File: src/rtl/pipe_hazard_ctrl.sv
// Stall/flush sequencer for the IF/ID, ID/EX and EX/MEM pipeline registers.
// Handles load-use hazards, MEM-stage taken-branch flushes and IO-access freezes with timeout.
module pipe_hazard_ctrl #(
  parameter int LOAD_STALL_CYCLES = 1,
  parameter int FLUSH_CYCLES      = 1,
  parameter int IO_TIMEOUT        = 255,
  parameter int TW                = 8
) (
  input  logic       clk,
  input  logic       rst_n,
  input  logic [4:0] id_rs1,
  input  logic [4:0] id_rs2,
  input  logic       id_uses_rs2,
  input  logic [4:0] ex_rd,
  input  logic       ex_memread,
  input  logic       mem_branch_taken,
  input  logic       mem_io_access,
  input  logic       io_ack,
  output logic       pc_stall,
  output logic       ifid_stall,
  output logic       idex_stall,
  output logic       idex_bubble,
  output logic       exmem_stall,
  output logic       flush,
  output logic       io_req,
  output logic       io_timeout,
  output logic [1:0] state
);

  typedef enum logic [1:0] {
    RUN        = 2'd0,
    LOAD_STALL = 2'd1,
    BR_FLUSH   = 2'd2,
    IO_WAIT    = 2'd3
  } state_t;

  localparam logic [TW-1:0] ONE        = TW'(1);
  localparam logic [TW-1:0] CNT_MAX    = {TW{1'b1}};
  localparam logic [TW-1:0] FLUSH_LOAD = TW'(FLUSH_CYCLES - 1);
  localparam logic [TW-1:0] STALL_LOAD = TW'(LOAD_STALL_CYCLES - 1);
  localparam logic [TW-1:0] TMO_LIMIT  = TW'(IO_TIMEOUT);

  state_t        cur, nxt;
  logic [TW-1:0] cnt, cnt_nxt;
  logic          tmo_q, tmo_nxt;

  logic pc_stall_c, ifid_stall_c, idex_stall_c, idex_bubble_c;
  logic exmem_stall_c, flush_c, io_req_c;

  function automatic logic load_use(input logic [4:0] rs1, input logic [4:0] rs2,
                                    input logic use2, input logic [4:0] rd,
                                    input logic memread);
    return memread && (rd != 5'd0) && ((rd == rs1) || (use2 && (rd == rs2)));
  endfunction

  function automatic logic [TW-1:0] cnt_dec(input logic [TW-1:0] c);
    return (c == '0) ? c : c - ONE;
  endfunction

  function automatic logic [TW-1:0] cnt_inc(input logic [TW-1:0] c);
    return (c == CNT_MAX) ? c : c + ONE;
  endfunction

  logic hazard;
  assign hazard = load_use(id_rs1, id_rs2, id_uses_rs2, ex_rd, ex_memread);

  always_comb begin
    nxt           = cur;
    cnt_nxt       = cnt;
    tmo_nxt       = 1'b0;
    pc_stall_c    = 1'b0;
    ifid_stall_c  = 1'b0;
    idex_stall_c  = 1'b0;
    idex_bubble_c = 1'b0;
    exmem_stall_c = 1'b0;
    flush_c       = 1'b0;
    io_req_c      = 1'b0;
    case (cur)
      RUN, LOAD_STALL: begin
        // A taken branch wins over everything, including an in-progress load stall.
        if (mem_branch_taken) begin
          flush_c = 1'b1;
          nxt     = RUN;
          if (FLUSH_CYCLES > 1) begin
            nxt     = BR_FLUSH;
            cnt_nxt = FLUSH_LOAD;
          end
        end else if (cur == LOAD_STALL) begin
          pc_stall_c    = 1'b1;
          ifid_stall_c  = 1'b1;
          idex_bubble_c = 1'b1;
          cnt_nxt       = cnt_dec(cnt);
          if (cnt <= ONE) nxt = RUN;
        end else if (mem_io_access) begin
          io_req_c = 1'b1;
          // An ack in the entry cycle completes the access without freezing anything.
          if (!io_ack) begin
            pc_stall_c    = 1'b1;
            ifid_stall_c  = 1'b1;
            idex_stall_c  = 1'b1;
            exmem_stall_c = 1'b1;
            nxt           = IO_WAIT;
            cnt_nxt       = ONE;
          end
        end else if (hazard) begin
          pc_stall_c    = 1'b1;
          ifid_stall_c  = 1'b1;
          idex_bubble_c = 1'b1;
          if (LOAD_STALL_CYCLES > 1) begin
            nxt     = LOAD_STALL;
            cnt_nxt = STALL_LOAD;
          end
        end
      end
      BR_FLUSH: begin
        flush_c = 1'b1;
        cnt_nxt = cnt_dec(cnt);
        if (cnt <= ONE) nxt = RUN;
      end
      IO_WAIT: begin
        if (io_ack) begin
          nxt = RUN;
        end else if (cnt >= TMO_LIMIT) begin
          nxt     = RUN;
          tmo_nxt = 1'b1;
        end else begin
          io_req_c      = 1'b1;
          pc_stall_c    = 1'b1;
          ifid_stall_c  = 1'b1;
          idex_stall_c  = 1'b1;
          exmem_stall_c = 1'b1;
          cnt_nxt       = cnt_inc(cnt);
        end
      end
      default: nxt = RUN;
    endcase
  end

  always_ff @(posedge clk or negedge rst_n) begin
    if (!rst_n) begin
      cur   <= RUN;
      cnt   <= '0;
      tmo_q <= 1'b0;
    end else begin
      cur   <= nxt;
      cnt   <= cnt_nxt;
      tmo_q <= tmo_nxt;
    end
  end

  // Outputs are forced low for the whole time reset is held, independent of inputs.
  assign pc_stall    = rst_n & pc_stall_c;
  assign ifid_stall  = rst_n & ifid_stall_c;
  assign idex_stall  = rst_n & idex_stall_c;
  assign idex_bubble = rst_n & idex_bubble_c;
  assign exmem_stall = rst_n & exmem_stall_c;
  assign flush       = rst_n & flush_c;
  assign io_req      = rst_n & io_req_c;
  assign io_timeout  = rst_n & tmo_q;
  assign state       = rst_n ? cur : 2'd0;

  always_ff @(posedge clk) begin
    if (rst_n) begin
      assert (!(flush_c && (pc_stall_c || ifid_stall_c || idex_stall_c || exmem_stall_c)));
      assert (!(idex_bubble_c && idex_stall_c));
    end
  end

endmodule

File: config.mk
export PLATFORM = sky130hd
export DESIGN_NAME = pipe_hazard_ctrl
export DESIGN_NICKNAME = d
export VERILOG_FILES = /design/src/rtl/pipe_hazard_ctrl.sv
export SDC_FILE = /design/constraint.sdc
export NUM_CORES = 1
export LEC_CHECK = 0
export ABC_AREA = 1
export BUFFER_PORTS_ARGS = -buffer_cell sky130_fd_sc_hd__buf_2
export CAP_MARGIN = 30
export CORE_MARGIN = 4
export CORE_UTILIZATION = 55
export CTS_BUF_LIST = sky130_fd_sc_hd__clkbuf_8
export DETAILED_ROUTE_END_ITERATION = 6
export MAX_ROUTING_LAYER = met4
export PLACE_DENSITY = 0.82
export REMOVE_ABC_BUFFERS = 1
export SKIP_LAST_GASP = 1
export SLEW_MARGIN = 20
export SYNTH_ARGS = -nofsm -noshare
export SYNTH_HDL_FRONTEND = slang
export SYNTH_SLANG_ARGS = --single-unit
File: constraint.sdc
create_clock -name clk -period 1.7 [get_ports clk]
set_input_delay 0 -clock clk [delete_from_list [all_inputs] [get_ports clk]]
set_output_delay 0 -clock clk [all_outputs]
set_load 0.02 [all_outputs]
==> run_summary.xml, run 1 <==
<?xml version="1.0" encoding="UTF-8"?>
<metrics>
  <group name="grt">
    <metric name="number_of_antenna_violations_at_the_first_check_in_global_routing" unit="">0</metric>
    <metric name="globalRoute.totalOverflow" unit="">0</metric>
    <metric name="grt_first_pass_wirelength" unit="mm">5.33</metric>
    <metric name="grt_max_degree" unit="">14</metric>
    <metric name="grt_use_total" unit="%">21.4</metric>
    <metric name="grt_pass1_vias" unit="">1291</metric>
  </group>
  <group name="timing">
    <metric name="fin_skew" unit="ps">0.636</metric>
    <metric name="max_transition_margin" unit="%">80.5</metric>
    <metric name="clock.fmax" unit="MHz">617</metric>
    <metric name="timing_worst_slew_pin_value" unit="ps">290</metric>
    <metric name="slew_viol_final" unit="">0</metric>
    <metric name="final.min_clock_period" unit="ps">1620</metric>
    <metric name="setup_violations" unit="">0</metric>
    <metric name="rsz0062_at_grt" unit="">true</metric>
    <metric name="hold_violations" unit="">0</metric>
    <metric name="layout_setup_ws" unit="ps">78.8</metric>
    <metric name="finalCritPeriodShare" unit="%">95.4</metric>
    <metric name="holdWs" unit="ps">141</metric>
  </group>
  <group name="final_layout">
    <metric name="area_growth_syn_to_layout" unit="%">26.5</metric>
    <metric name="fillerInstances" unit="">179</metric>
    <metric name="multiInputGateArea" unit="µm²">836</metric>
    <metric name="final_design_area_no_fill" unit="µm²">1610</metric>
    <metric name="register_area" unit="µm²">279</metric>
    <metric name="post_route_cells_drive_above_1_share" unit="%">31.9</metric>
    <metric name="antenna_cells" unit="">0</metric>
    <metric name="design.final.nets" unit="">278</metric>
  </group>
  <group name="yosys">
    <metric name="syn-mean-instance-area" unit="µm²">6.13</metric>
    <metric name="synthDominantAreaCellType" unit="">sky130_fd_sc_hd__dfrtp_1</metric>
    <metric name="synth-seq-cells" unit="">11</metric>
    <metric name="post_synth_inst_count" unit="">208</metric>
    <metric name="syn_area" unit="µm²">1270</metric>
    <metric name="synthesis.yosys.warnings" unit="">0</metric>
    <metric name="post-synth-top-count-cell" unit="">sky130_fd_sc_hd__nand2_1</metric>
    <metric name="synth_largest_type_area_fraction" unit="%">21.6</metric>
    <metric name="synthTopCellsByArea" unit="">sky130_fd_sc_hd__dfrtp_1 (22%), sky130_fd_sc_hd__nand2_1 (18%), sky130_fd_sc_hd__inv_1 (11%)</metric>
    <metric name="async_flop_share" unit="%">100</metric>
    <metric name="synth_seq_area_share" unit="%">21.6</metric>
    <metric name="synth_cell_type_count" unit="">28</metric>
    <metric name="synth_edf_count" unit="">0</metric>
    <metric name="ys_top_cells_by_count" unit="">sky130_fd_sc_hd__nand2_1 (60), sky130_fd_sc_hd__inv_1 (36), sky130_fd_sc_hd__nand3_1 (18)</metric>
    <metric name="postSynth.topFlopCell" unit="">sky130_fd_sc_hd__dfrtp_1</metric>
  </group>
  <group name="clocking">
    <metric name="htree_levels" unit="">1</metric>
    <metric name="cts.root.buffer_cell" unit="">sky130_fd_sc_hd__clkbuf_8</metric>
    <metric name="cts-root-to-sink-buffers" unit="">2</metric>
    <metric name="cts_tree" unit="">yes</metric>
    <metric name="clock_latency_on_the_worst_skew_pair" unit="ps">240</metric>
    <metric name="tritoncts.num_buffers" unit="">3</metric>
    <metric name="cts.clk_slew.worst_paths" unit="ps">50</metric>
    <metric name="clock_sink_count" unit="">11</metric>
  </group>
  <group name="route">
    <metric name="wirelength" unit="mm">3.12</metric>
    <metric name="detailedRoute.firstIterationViolations" unit="">48</metric>
    <metric name="remaining_drc_errors" unit="">0</metric>
    <metric name="route.vias.total" unit="">1382</metric>
    <metric name="met3_wire_length" unit="µm">156</metric>
    <metric name="wl_per_cell" unit="µm">11.2</metric>
    <metric name="wirelength_met1" unit="mm">1.32</metric>
    <metric name="drtAntennaViolNets" unit="">0</metric>
    <metric name="detail_route.first_pass.iterations" unit="">4</metric>
    <metric name="topRoutingLayerUsed" unit="">met4</metric>
    <metric name="met2WireLength" unit="mm">1.58</metric>
    <metric name="drt-vias-per-instance" unit="">4.95</metric>
  </group>
  <group name="worst_setup_path">
    <metric name="rr_worst_depth" unit="">10</metric>
    <metric name="startpoint_type" unit="">flop</metric>
    <metric name="cp_class" unit="">flop to output port</metric>
    <metric name="r2r_end" unit="">cnt[0]</metric>
    <metric name="crit_path_max_fanout" unit="">8</metric>
    <metric name="critPathLaunch" unit="">cur[0]</metric>
    <metric name="critical_path.endpoint_type" unit="">output port</metric>
    <metric name="worstPathRequired" unit="ps">1700</metric>
    <metric name="critical_path_arrival" unit="ps">1620</metric>
    <metric name="r2r-start" unit="">cnt[0]</metric>
    <metric name="r2r_setup_slack" unit="ps">130</metric>
  </group>
  <group name="floorplanning">
    <metric name="num_io_pins" unit="">32</metric>
    <metric name="placementRows" unit="">17</metric>
    <metric name="floorplan_core_area" unit="µm²">2210</metric>
    <metric name="initial_standard_cell_utilization_of_the_core" unit="%">57.6</metric>
    <metric name="fp.dieArea" unit="µm²">3150</metric>
    <metric name="chipHeight" unit="µm">56.1</metric>
    <metric name="die_x" unit="µm">56.1</metric>
  </group>
  <group name="pwr">
    <metric name="p_switching" unit="mW">1.19</metric>
    <metric name="ir_drop" unit="mV">1.18</metric>
    <metric name="comb_power_share" unit="%">66.8</metric>
    <metric name="seq_power_share" unit="%">21.5</metric>
    <metric name="fin_total_pwr" unit="mW">2.32</metric>
    <metric name="power_frac_clock" unit="%">11.7</metric>
    <metric name="power_leakage" unit="nW">0.922</metric>
    <metric name="internal_dissipation" unit="mW">1.13</metric>
    <metric name="power_density" unit="nW/µm²">1440</metric>
    <metric name="switching_fraction" unit="%">51.4</metric>
  </group>
  <group name="hold_path">
    <metric name="hold_class" unit="">input pin to asynchronous set/reset pin</metric>
  </group>
  <group name="run">
    <metric name="max_cap_violations" unit="">0</metric>
  </group>
  <group name="placement">
    <metric name="io_buffers" unit="">31</metric>
    <metric name="routabilityCongestion" unit="">0.909</metric>
    <metric name="dp_hpwl" unit="mm">2.33</metric>
    <metric name="post_dp_cell_area" unit="µm²">1460</metric>
    <metric name="pre_cts_ws" unit="ps">106</metric>
  </group>
  <group name="run_status">
    <metric name="outcome" unit="">finished, final reports clean</metric>
  </group>
</metrics>
[cell usage in the layout (no fill, tap or decap), drive strengths merged]
cell         netlist  final
a21oi              6      6
a31oi              1      1
buf                4     41
clkbuf             0      3
clkinv             1      1
dfrtp             11     11
dlygate4sd3        0      2
ha                 4      4
inv               39     40
nand2             69     69
nand3             18     18
nand3b             1      1
nand4              3      3
nor2              22     22
nor3               4      4
o211ai             1      1
o21ai             17     17
o22ai              2      2
xnor2              2      2
xor2               3      3
[registers in the layout, summed over array words and instances, names as in the netlist]
| name | count |
|---|---|
| cnt | 8 |
| cur | 2 |
| tmo_q | 1 |
[metrics by stage]
step / setup TNS, ps / cells / util, %
after global routing: -105 / 279 / 72.9
final: 0 / 279 / 72.9
after detailed placement: 0 / 269 / 66.2
after global placement: 0 / 269 / 66.2
after floorplan: 0 / 204 / -
after CTS: 0 / 275 / 70.0
[layer usage]
| metal | global-route usage (%) | vias up |
|---|---|---|
| met4 | 8.14 | 0 |
| met3 | 2.78 | 7 |
| met1 | 25.8 | 601 |
| met5 | - | - |
| met2 | 36.2 | 36 |
| li1 | - | 738 |
[worst max-delay path by stage]
stage | to | slack (ps)
after floorplan | exmem_stall | 30
after global placement | cnt[7] | 110
after detailed placement | cnt[7] | 110
after CTS | exmem_stall | 8
after global routing | cnt[5] | -40
final | exmem_stall | 80
[cells by family after synthesis]
| kind of cell | synth area share (%) |
|---|---|
| buf+inv | 16.0 |
| compound gates | 12.6 |
| simple gates | 42.5 |
| fa+ha+maj | 3.93 |
| flops | 21.6 |
| xor+xnor | 3.44 |
[repair_timing]
action | CTS | global route
pin swaps | 0 | 1
gates resized for setup | 7 | 10
endpoints found under the hold margin | 12 | 0
hold buffers | 2 | 0
buffers inserted | 0 | 4
setup endpoints to repair | 4 | 8
[cell type report]
cell class | count | area share (%)
multi-input cells | 153 | 51.8
well taps | 28 | 2.17
flip-flops and latches | 11 | 17.3
inverters | 40 | 9.77
repair buffers | 43 | 16.1
clock inverters | 1 | 0.233
clock buffers | 3 | 2.56
[worst max-delay path, cell delays in order (launching register included)]
cell and delay, ps:
sky130_fd_sc_hd__dfrtp_2 450, sky130_fd_sc_hd__nand2_4 100, sky130_fd_sc_hd__clkinv_4 90, sky130_fd_sc_hd__nor2_2 120
sky130_fd_sc_hd__nor2_2 60, sky130_fd_sc_hd__nor2_4 130, sky130_fd_sc_hd__nand2_1 100, sky130_fd_sc_hd__a21oi_2 160
sky130_fd_sc_hd__buf_4 160
[power groups by stage]
stage / sequential, mW / clock [mW] / combinational, mW
final: 0.498 / 0.270 / 1.55
after global routing: 0.517 / 0.290 / 1.75
after CTS: 0.497 / 0.276 / 1.44
after detailed placement: 0.497 / 0 / 1.39
after global placement: 0.498 / 0 / 1.38
after floorplan: 0.485 / 0 / 1.03
(Power assumes the default switching activity.)
==> run 2: changes to the inputs <==
--- a/config.mk
+++ b/config.mk
@@ -5,16 +5,14 @@
 export SDC_FILE = /design/constraint.sdc
 export NUM_CORES = 1
 export LEC_CHECK = 0
-export ABC_AREA = 1
 export BUFFER_PORTS_ARGS = -buffer_cell sky130_fd_sc_hd__buf_2
 export CAP_MARGIN = 30
 export CORE_MARGIN = 4
-export CORE_UTILIZATION = 55
+export CORE_UTILIZATION = 54
 export CTS_BUF_LIST = sky130_fd_sc_hd__clkbuf_8
 export DETAILED_ROUTE_END_ITERATION = 6
 export MAX_ROUTING_LAYER = met4
 export PLACE_DENSITY = 0.82
-export REMOVE_ABC_BUFFERS = 1
 export SKIP_LAST_GASP = 1
 export SLEW_MARGIN = 20
 export SYNTH_ARGS = -nofsm -noshare
==> run_summary.xml, run 2 <==
<?xml version="1.0" encoding="UTF-8"?>
<metrics>
  <group name="placement">
    <metric name="routabilityCongestion" unit="">1.03</metric>
    <metric name="post_dp_cell_area" unit="µm²">1420</metric>
    <metric name="io_buffers" unit="">31</metric>
    <metric name="placed_cells_incl_taps" unit="">206</metric>
    <metric name="dp_hpwl" unit="mm">2.45</metric>
  </group>
  <group name="timing">
    <metric name="timing.setup.tns" unit="ps">-2140</metric>
    <metric name="fin_skew" unit="ps">4.76</metric>
    <metric name="layout_setup_ws" unit="ps">-255</metric>
    <metric name="holdWs" unit="ps">96.1</metric>
    <metric name="clock.fmax" unit="MHz">511</metric>
    <metric name="hold_violations" unit="">0</metric>
    <metric name="timing_worst_slew_pin_value" unit="ps">547</metric>
    <metric name="final.min_clock_period" unit="ps">1960</metric>
    <metric name="max_transition_margin" unit="%">63.3</metric>
    <metric name="slew_viol_final" unit="">0</metric>
    <metric name="setup_violations" unit="">14</metric>
    <metric name="rsz0062_at_grt" unit="">true</metric>
    <metric name="finalCritPeriodShare" unit="%">115</metric>
  </group>
  <group name="final_layout">
    <metric name="final_cell_mix" unit="">sky130_fd_sc_hd__buf_4 (32), sky130_fd_sc_hd__buf_2 (26), sky130_fd_sc_hd__nor2_1 (10)</metric>
    <metric name="most_flops_register" unit="">cnt</metric>
    <metric name="finish.utilization" unit="%">91.5</metric>
    <metric name="biggestRegsByFlops" unit="">cnt x8, cur x2, tmo_q x1</metric>
    <metric name="design.final.nets" unit="">227</metric>
    <metric name="post_route_cells_drive_above_1_share" unit="%">53.0</metric>
    <metric name="layout_commonest_cell" unit="">sky130_fd_sc_hd__buf_4</metric>
    <metric name="layoutNonFillerInstCount" unit="">227</metric>
    <metric name="largest_register_ff_count" unit="">8</metric>
    <metric name="area_growth_syn_to_layout" unit="%">60.8</metric>
    <metric name="final_design_area_no_fill" unit="µm²">1810</metric>
    <metric name="antenna_cells" unit="">0</metric>
  </group>
  <group name="worst_setup_path">
    <metric name="rr_worst_depth" unit="">7</metric>
    <metric name="crit_path_top_delay_cell" unit="">sky130_fd_sc_hd__dfrtp_1</metric>
    <metric name="critical_path.endpoint_type" unit="">flop</metric>
    <metric name="cpPeakStageDelay" unit="ps">410</metric>
    <metric name="r2r-start" unit="">cnt[2]</metric>
    <metric name="cp_class" unit="">flop to flop</metric>
    <metric name="critPathLaunch" unit="">cnt[2]</metric>
    <metric name="critical_path_arrival" unit="ps">2050</metric>
    <metric name="crit_path_max_fanout" unit="">7</metric>
    <metric name="startpoint_type" unit="">flop</metric>
    <metric name="cp_cell_sequence" unit="">buf_6 &gt; and2_4 &gt; nand4_1 &gt; buf_4 &gt; nand2b_4 &gt; a32oi_1 &gt; o221ai_1</metric>
    <metric name="worstPathRequired" unit="ps">1790</metric>
  </group>
  <group name="hold_path">
    <metric name="holdPathStages" unit="">2</metric>
    <metric name="hold_class" unit="">input pin to flop</metric>
    <metric name="hp-start" unit="">io_ack</metric>
  </group>
  <group name="clocking">
    <metric name="cts.root.buffer_cell" unit="">sky130_fd_sc_hd__clkbuf_8</metric>
    <metric name="clock_latency_on_the_worst_skew_pair" unit="ps">250</metric>
    <metric name="cts-root-to-sink-buffers" unit="">2</metric>
    <metric name="cts.clk_slew.worst_paths" unit="ps">50</metric>
    <metric name="clock_sink_count" unit="">11</metric>
    <metric name="htree_levels" unit="">1</metric>
    <metric name="cts_tree" unit="">yes</metric>
    <metric name="tritoncts.num_buffers" unit="">3</metric>
  </group>
  <group name="yosys">
    <metric name="post-synth-top-count-cell" unit="">sky130_fd_sc_hd__nor2_1</metric>
    <metric name="syn_area" unit="µm²">1130</metric>
    <metric name="synth_largest_type_area_fraction" unit="%">24.4</metric>
    <metric name="synthesis.yosys.warnings" unit="">0</metric>
    <metric name="post_synth_inst_count" unit="">139</metric>
    <metric name="post_synthesis_net_count" unit="">165</metric>
    <metric name="synth_seq_area_share" unit="%">24.4</metric>
    <metric name="async_flop_share" unit="%">100</metric>
    <metric name="synthDominantAreaCellType" unit="">sky130_fd_sc_hd__dfrtp_1</metric>
    <metric name="synthTopCellsByArea" unit="">sky130_fd_sc_hd__dfrtp_1 (24%), sky130_fd_sc_hd__xor2_1 (5.4%), sky130_fd_sc_hd__nor2_1 (4.7%)</metric>
    <metric name="postSynth.topFlopCell" unit="">sky130_fd_sc_hd__dfrtp_1</metric>
    <metric name="synth_cell_type_count" unit="">49</metric>
    <metric name="syn-mean-instance-area" unit="µm²">8.11</metric>
    <metric name="synth_edf_count" unit="">0</metric>
    <metric name="ys_top_cells_by_count" unit="">sky130_fd_sc_hd__nor2_1 (14), sky130_fd_sc_hd__nand2_1 (12), sky130_fd_sc_hd__dfrtp_1 (11)</metric>
    <metric name="synth-seq-cells" unit="">11</metric>
  </group>
  <group name="floorplanning">
    <metric name="placementRows" unit="">16</metric>
    <metric name="fp.dieArea" unit="µm²">2880</metric>
    <metric name="die_x" unit="µm">53.7</metric>
    <metric name="initial_standard_cell_utilization_of_the_core" unit="%">56.9</metric>
    <metric name="floorplan_core_area" unit="µm²">1980</metric>
    <metric name="num_io_pins" unit="">32</metric>
    <metric name="chipHeight" unit="µm">53.7</metric>
  </group>
  <group name="pwr">
    <metric name="ir_drop" unit="mV">1.55</metric>
    <metric name="power_leakage" unit="nW">0.815</metric>
    <metric name="internal_dissipation" unit="mW">1.66</metric>
    <metric name="comb_power_share" unit="%">76.0</metric>
    <metric name="switching_fraction" unit="%">51.2</metric>
    <metric name="seq_power_share" unit="%">16.1</metric>
    <metric name="power_density" unit="nW/µm²">1870</metric>
    <metric name="power_frac_clock" unit="%">7.9</metric>
    <metric name="p_switching" unit="mW">1.74</metric>
  </group>
  <group name="grt">
    <metric name="grt_max_degree" unit="">12</metric>
    <metric name="grt_use_total" unit="%">33.8</metric>
    <metric name="met1_use_gr" unit="%">35.8</metric>
    <metric name="met3_usage" unit="%">9.14</metric>
    <metric name="globalRoute.busiestLayer" unit="">met2</metric>
    <metric name="number_of_antenna_violations_at_the_first_check_in_global_routing" unit="">0</metric>
    <metric name="groute.layer.met2.usage" unit="%">53.0</metric>
    <metric name="globalRoute.totalOverflow" unit="">0</metric>
    <metric name="grt_pass1_vias" unit="">1396</metric>
    <metric name="grt_first_pass_wirelength" unit="mm">6.63</metric>
  </group>
  <group name="route">
    <metric name="drtAntennaViolNets" unit="">0</metric>
    <metric name="route.vias.total" unit="">1675</metric>
    <metric name="wirelength" unit="mm">5.90</metric>
    <metric name="drt-vias-per-instance" unit="">7.38</metric>
    <metric name="wl_per_cell" unit="µm">26.0</metric>
    <metric name="detailedRoute.firstIterationViolations" unit="">243</metric>
    <metric name="detail_route.first_pass.iterations" unit="">7</metric>
    <metric name="remaining_drc_errors" unit="">0</metric>
  </group>
  <group name="run">
    <metric name="max_cap_violations" unit="">0</metric>
  </group>
  <group name="run_status">
    <metric name="outcome" unit="">finished, violations left</metric>
    <metric name="violations" unit="">negative setup slack</metric>
  </group>
</metrics>
==> run 2: changes by cell type after synthesis, moves of 4 or more <==
cell | previous run | this run
sky130_fd_sc_hd__inv_1 | 36 | 5
sky130_fd_sc_hd__nor2_2 | 4 | 0
sky130_fd_sc_hd__o21ai_2 | 5 | 0
sky130_fd_sc_hd__xor2_1 | 3 | 7
sky130_fd_sc_hd__nand3_1 | 18 | 5
sky130_fd_sc_hd__a21o_1 | 0 | 4
sky130_fd_sc_hd__a31oi_1 | 1 | 6
sky130_fd_sc_hd__o21ai_0 | 12 | 3
sky130_fd_sc_hd__and2_1 | 0 | 5
sky130_fd_sc_hd__nand2_1 | 60 | 12
sky130_fd_sc_hd__nand2_2 | 7 | 0
==> run 2: layout make-up <==
class,count,area (µm²)
Clock buffer,3,41.3
Clock inverter,1,3.75
Fill cell,62,169
Inverter,5,26.3
Multi-Input combinational cell,115,980
Sequential cell,11,280
Tap cell,27,33.8
Timing Repair Buffer,65,448
==> run 2: metal layers <==
layer / vias up / wire length [µm]
met5: - / 0
met4: 0 / 548
met3: 73 / 795
met2: 196 / 2610
met1: 765 / 1940
li1: 641 / -
==> run 2: cells by family after synthesis <==
family,count (synthesis),synth area share (%)
AOI/OAI and AO/OA,42,28.0
xor gates and xnor gates,12,9.32
adders and majority gates,4,4.44
buffers and inverters,13,5.99
DFF,11,24.4
and+or+nand+nor,57,27.9
==> run 2: path summary, 6_finish.rpt <==
path	end	slack, ps
setup / recovery	cnt[1]	-260
hold / removal	tmo_q	100
setup reg to reg	cnt[1]	-260
hold reg to reg	cnt[5]	620
max in group asynchronous	cnt[5]	1160
min in group asynchronous	cur[0]	150
==> run 2: metrics by stage <==
| step | total power, mW | worst slack (ps) |
|---|---|---|
| after floorplan | 1.60 | -43.7 |
| after global placement | 2.07 | 9.31 |
| after detailed placement | 2.10 | -82.8 |
| after CTS | 2.58 | -112 |
| after global routing | 3.50 | -309 |
| final | 3.40 | -255 |
==> run 2: power groups by stage <==
stage	Sequential [mW]	Clock, mW	Combinational (mW)
after floorplan	0.478	0	1.12
after global placement	0.497	0	1.57
after detailed placement	0.505	0	1.60
after CTS	0.498	0.266	1.82
after global routing	0.548	0.282	2.67
final	0.546	0.269	2.58
==> run 2: worst max-delay path: cells and delay by family, from the launching register on <==
kind / cells / cell delay [ps]
AND/OR/NAND/NOR: 3 / 540
AO/OA/AOI/OAI: 2 / 460
flip-flops: 1 / 410
buffers and inverters: 2 / 380
==> run 2: timing repair <==
action | 4_1_cts | 5_1_grt
setup buffers | 9 | 7
resized for setup | 14 | 34
hold buffers | 1 | 0
hold endpoints to repair | 11 | 0
setup endpoints to repair | 13 | 16
cloned | 0 | 0
pin swaps | 8 | 14
==> run 3: changes to the inputs <==
==> constraint.sdc (replaced) <==
create_clock -name clk -period 1.7 [get_ports clk]
set_input_delay 0.34 -clock clk [delete_from_list [all_inputs] [get_ports clk]]
set_output_delay 0.34 -clock clk [all_outputs]
set_load 0.02 [all_outputs]
==> run_summary.xml, run 3 (synthesized netlist as in run 2, its figures left out) <==
<?xml version="1.0" encoding="UTF-8"?>
<metrics>
  <group name="pwr">
    <metric name="comb_power_share" unit="%">75.6</metric>
    <metric name="fin_total_pwr" unit="mW">3.06</metric>
    <metric name="seq_power_share" unit="%">15.4</metric>
    <metric name="switching_fraction" unit="%">48.2</metric>
    <metric name="power_density" unit="nW/µm²">1730</metric>
    <metric name="internal_dissipation" unit="mW">1.59</metric>
    <metric name="power_leakage" unit="nW">0.838</metric>
    <metric name="power_frac_clock" unit="%">9.0</metric>
    <metric name="p_switching" unit="mW">1.48</metric>
    <metric name="ir_drop" unit="mV">1.43</metric>
  </group>
  <group name="final_layout">
    <metric name="area_growth_syn_to_layout" unit="%">57.5</metric>
    <metric name="register_area" unit="µm²">275</metric>
    <metric name="layout_commonest_cell" unit="">sky130_fd_sc_hd__buf_4</metric>
    <metric name="multiInputGateArea" unit="µm²">927</metric>
    <metric name="layoutNonFillerInstCount" unit="">230</metric>
    <metric name="largest_register_ff_count" unit="">8</metric>
    <metric name="most_flops_register" unit="">cnt</metric>
    <metric name="fillerInstances" unit="">84</metric>
    <metric name="biggestRegsByFlops" unit="">cnt x8, cur x2, tmo_q x1</metric>
    <metric name="antenna_cells" unit="">0</metric>
    <metric name="design.final.nets" unit="">230</metric>
    <metric name="final_cell_mix" unit="">sky130_fd_sc_hd__buf_4 (35), sky130_fd_sc_hd__buf_2 (26), sky130_fd_sc_hd__nor2_1 (11), sky130_fd_sc_hd__dfrtp_1 (11), sky130_fd_sc_hd__nand2_1 (10)</metric>
    <metric name="post_route_cells_drive_above_1_share" unit="%">49.8</metric>
  </group>
  <group name="timing">
    <metric name="layout_setup_ws" unit="ps">-427</metric>
    <metric name="setup_violations" unit="">13</metric>
    <metric name="slew_viol_final" unit="">0</metric>
    <metric name="hold_violations" unit="">0</metric>
    <metric name="finalCritPeriodShare" unit="%">125</metric>
    <metric name="clock.fmax" unit="MHz">470</metric>
    <metric name="fin_skew" unit="ps">6.06</metric>
    <metric name="timing.setup.tns" unit="ps">-2860</metric>
    <metric name="max_transition_margin" unit="%">72.3</metric>
    <metric name="timing_worst_slew_pin_value" unit="ps">411</metric>
    <metric name="rsz0062_at_grt" unit="">true</metric>
    <metric name="final.min_clock_period" unit="ps">2130</metric>
  </group>
  <group name="grt">
    <metric name="grt_max_degree" unit="">12</metric>
    <metric name="globalRoute.totalOverflow" unit="">0</metric>
    <metric name="grt_pass1_vias" unit="">1318</metric>
    <metric name="grt_first_pass_wirelength" unit="mm">5.87</metric>
    <metric name="number_of_antenna_violations_at_the_first_check_in_global_routing" unit="">0</metric>
    <metric name="grt_use_total" unit="%">29.0</metric>
  </group>
  <group name="worst_setup_path">
    <metric name="crit_path_max_fanout" unit="">3</metric>
    <metric name="critical_path_arrival" unit="ps">1790</metric>
    <metric name="critical_path.endpoint_type" unit="">output port</metric>
    <metric name="startpoint_type" unit="">flop</metric>
    <metric name="rr_worst_depth" unit="">6</metric>
    <metric name="worstPathRequired" unit="ps">1360</metric>
    <metric name="cp_class" unit="">flop to output port</metric>
  </group>
  <group name="clocking">
    <metric name="htree_levels" unit="">1</metric>
    <metric name="cts.root.buffer_cell" unit="">sky130_fd_sc_hd__clkbuf_8</metric>
    <metric name="cts.clk_slew.worst_paths" unit="ps">60</metric>
    <metric name="clock_latency_on_the_worst_skew_pair" unit="ps">250</metric>
    <metric name="clock_sink_count" unit="">11</metric>
    <metric name="cts_tree" unit="">yes</metric>
    <metric name="cts.hold.buffers_added" unit="">0</metric>
    <metric name="tritoncts.num_buffers" unit="">3</metric>
    <metric name="cts-root-to-sink-buffers" unit="">2</metric>
  </group>
  <group name="route">
    <metric name="wl_per_cell" unit="µm">21.4</metric>
    <metric name="remaining_drc_errors" unit="">0</metric>
    <metric name="topRoutingLayerUsed" unit="">met4</metric>
    <metric name="met3_wire_length" unit="µm">549</metric>
    <metric name="wirelength_met1" unit="mm">1.75</metric>
    <metric name="met2WireLength" unit="mm">2.46</metric>
    <metric name="wirelength" unit="mm">4.91</metric>
    <metric name="detailedRoute.firstIterationViolations" unit="">149</metric>
    <metric name="drt-vias-per-instance" unit="">6.63</metric>
    <metric name="detail_route.first_pass.iterations" unit="">5</metric>
    <metric name="drtAntennaViolNets" unit="">0</metric>
    <metric name="route.vias.total" unit="">1526</metric>
  </group>
  <group name="run">
    <metric name="max_cap_violations" unit="">0</metric>
  </group>
  <group name="placement">
    <metric name="dp_hpwl" unit="mm">2.57</metric>
    <metric name="io_buffers" unit="">31</metric>
    <metric name="routabilityCongestion" unit="">0.931</metric>
    <metric name="placed_cells_incl_taps" unit="">218</metric>
  </group>
  <group name="hold_path">
    <metric name="hold_class" unit="">input pin to asynchronous set/reset pin</metric>
  </group>
  <group name="floorplanning">
    <metric name="initial_standard_cell_utilization_of_the_core" unit="%">56.9</metric>
    <metric name="fp.dieArea" unit="µm²">2880</metric>
    <metric name="die_x" unit="µm">53.7</metric>
    <metric name="placementRows" unit="">16</metric>
    <metric name="chipHeight" unit="µm">53.7</metric>
    <metric name="num_io_pins" unit="">32</metric>
    <metric name="floorplan_core_area" unit="µm²">1980</metric>
  </group>
  <group name="run_status">
    <metric name="outcome" unit="">finished, violations left</metric>
    <metric name="violations" unit="">negative setup slack</metric>
  </group>
</metrics>
-- run 3: layout make-up --
cell class	instances	area share, %
flip-flops and latches	11	15.5
clock buffers	3	2.33
multi-input cells	115	52.2
clock inverters	1	0.211
inverters	5	1.27
repair buffers	68	26.6
well taps	27	1.90
-- run 3: path summary, 6_finish.rpt --
| path | from | slack (ps) | end |
|---|---|---|---|
| worst max-delay path | cnt[0] | -430 | exmem_stall |
| worst min-delay path | rst_n | 70 | cnt[1] |
| worst max register to register | cnt[1] | -220 | cnt[7] |
| worst min register to register | cnt[4] | 620 | cnt[4] |
| max in group asynchronous | rst_n | 1480 | cnt[4] |
| min in group clk | io_ack | 410 | tmo_q |
-- run 3: repair_timing --
action                                  in CTS  in global routing
resized for setup                           12                 24
pin swaps                                    4                 13
buffers inserted                             6                  9
endpoints found under the setup margin      10                 16
-- run 3: per-stage QoR --
step	hold WS, ps	setup slack (ps)	instance area (µm²)	util [%]
floorplan	44.4	-350	1160	-
global placement	293	-117	1520	76.5
detailed placement	308	-188	1520	76.5
CTS	46.4	-353	1630	82.1
global route	68.5	-494	1780	89.6
finish	65.5	-427	1780	89.6
-- run 3: power groups by stage --
stage | Clock (mW) | Sequential, mW | Combinational [mW]
5_1_grt | 0.290 | 0.480 | 2.42
4_1_cts | 0.270 | 0.448 | 1.69
2_1_floorplan | 0 | 0.478 | 1.12
6_report | 0.276 | 0.472 | 2.32
3_5_place_dp | 0 | 0.452 | 1.65
3_3_place_gp | 0 | 0.450 | 1.61
-- run 3: metal layers --
metal	up-vias	track usage, %
li1	644	-
met3	19	7.20
met1	735	31.8
met5	-	-
met4	0	12.8
met2	128	49.2
-- run 3: worst max-delay path: stages (launching register included) --
cell and delay [ps]:
sky130_fd_sc_hd__dfrtp_1 390, sky130_fd_sc_hd__ha_2 200, sky130_fd_sc_hd__and2_4 150, sky130_fd_sc_hd__nand4_1 140, sky130_fd_sc_hd__nand2_1 140, sky130_fd_sc_hd__a2111oi_4 320, sky130_fd_sc_hd__buf_4 200
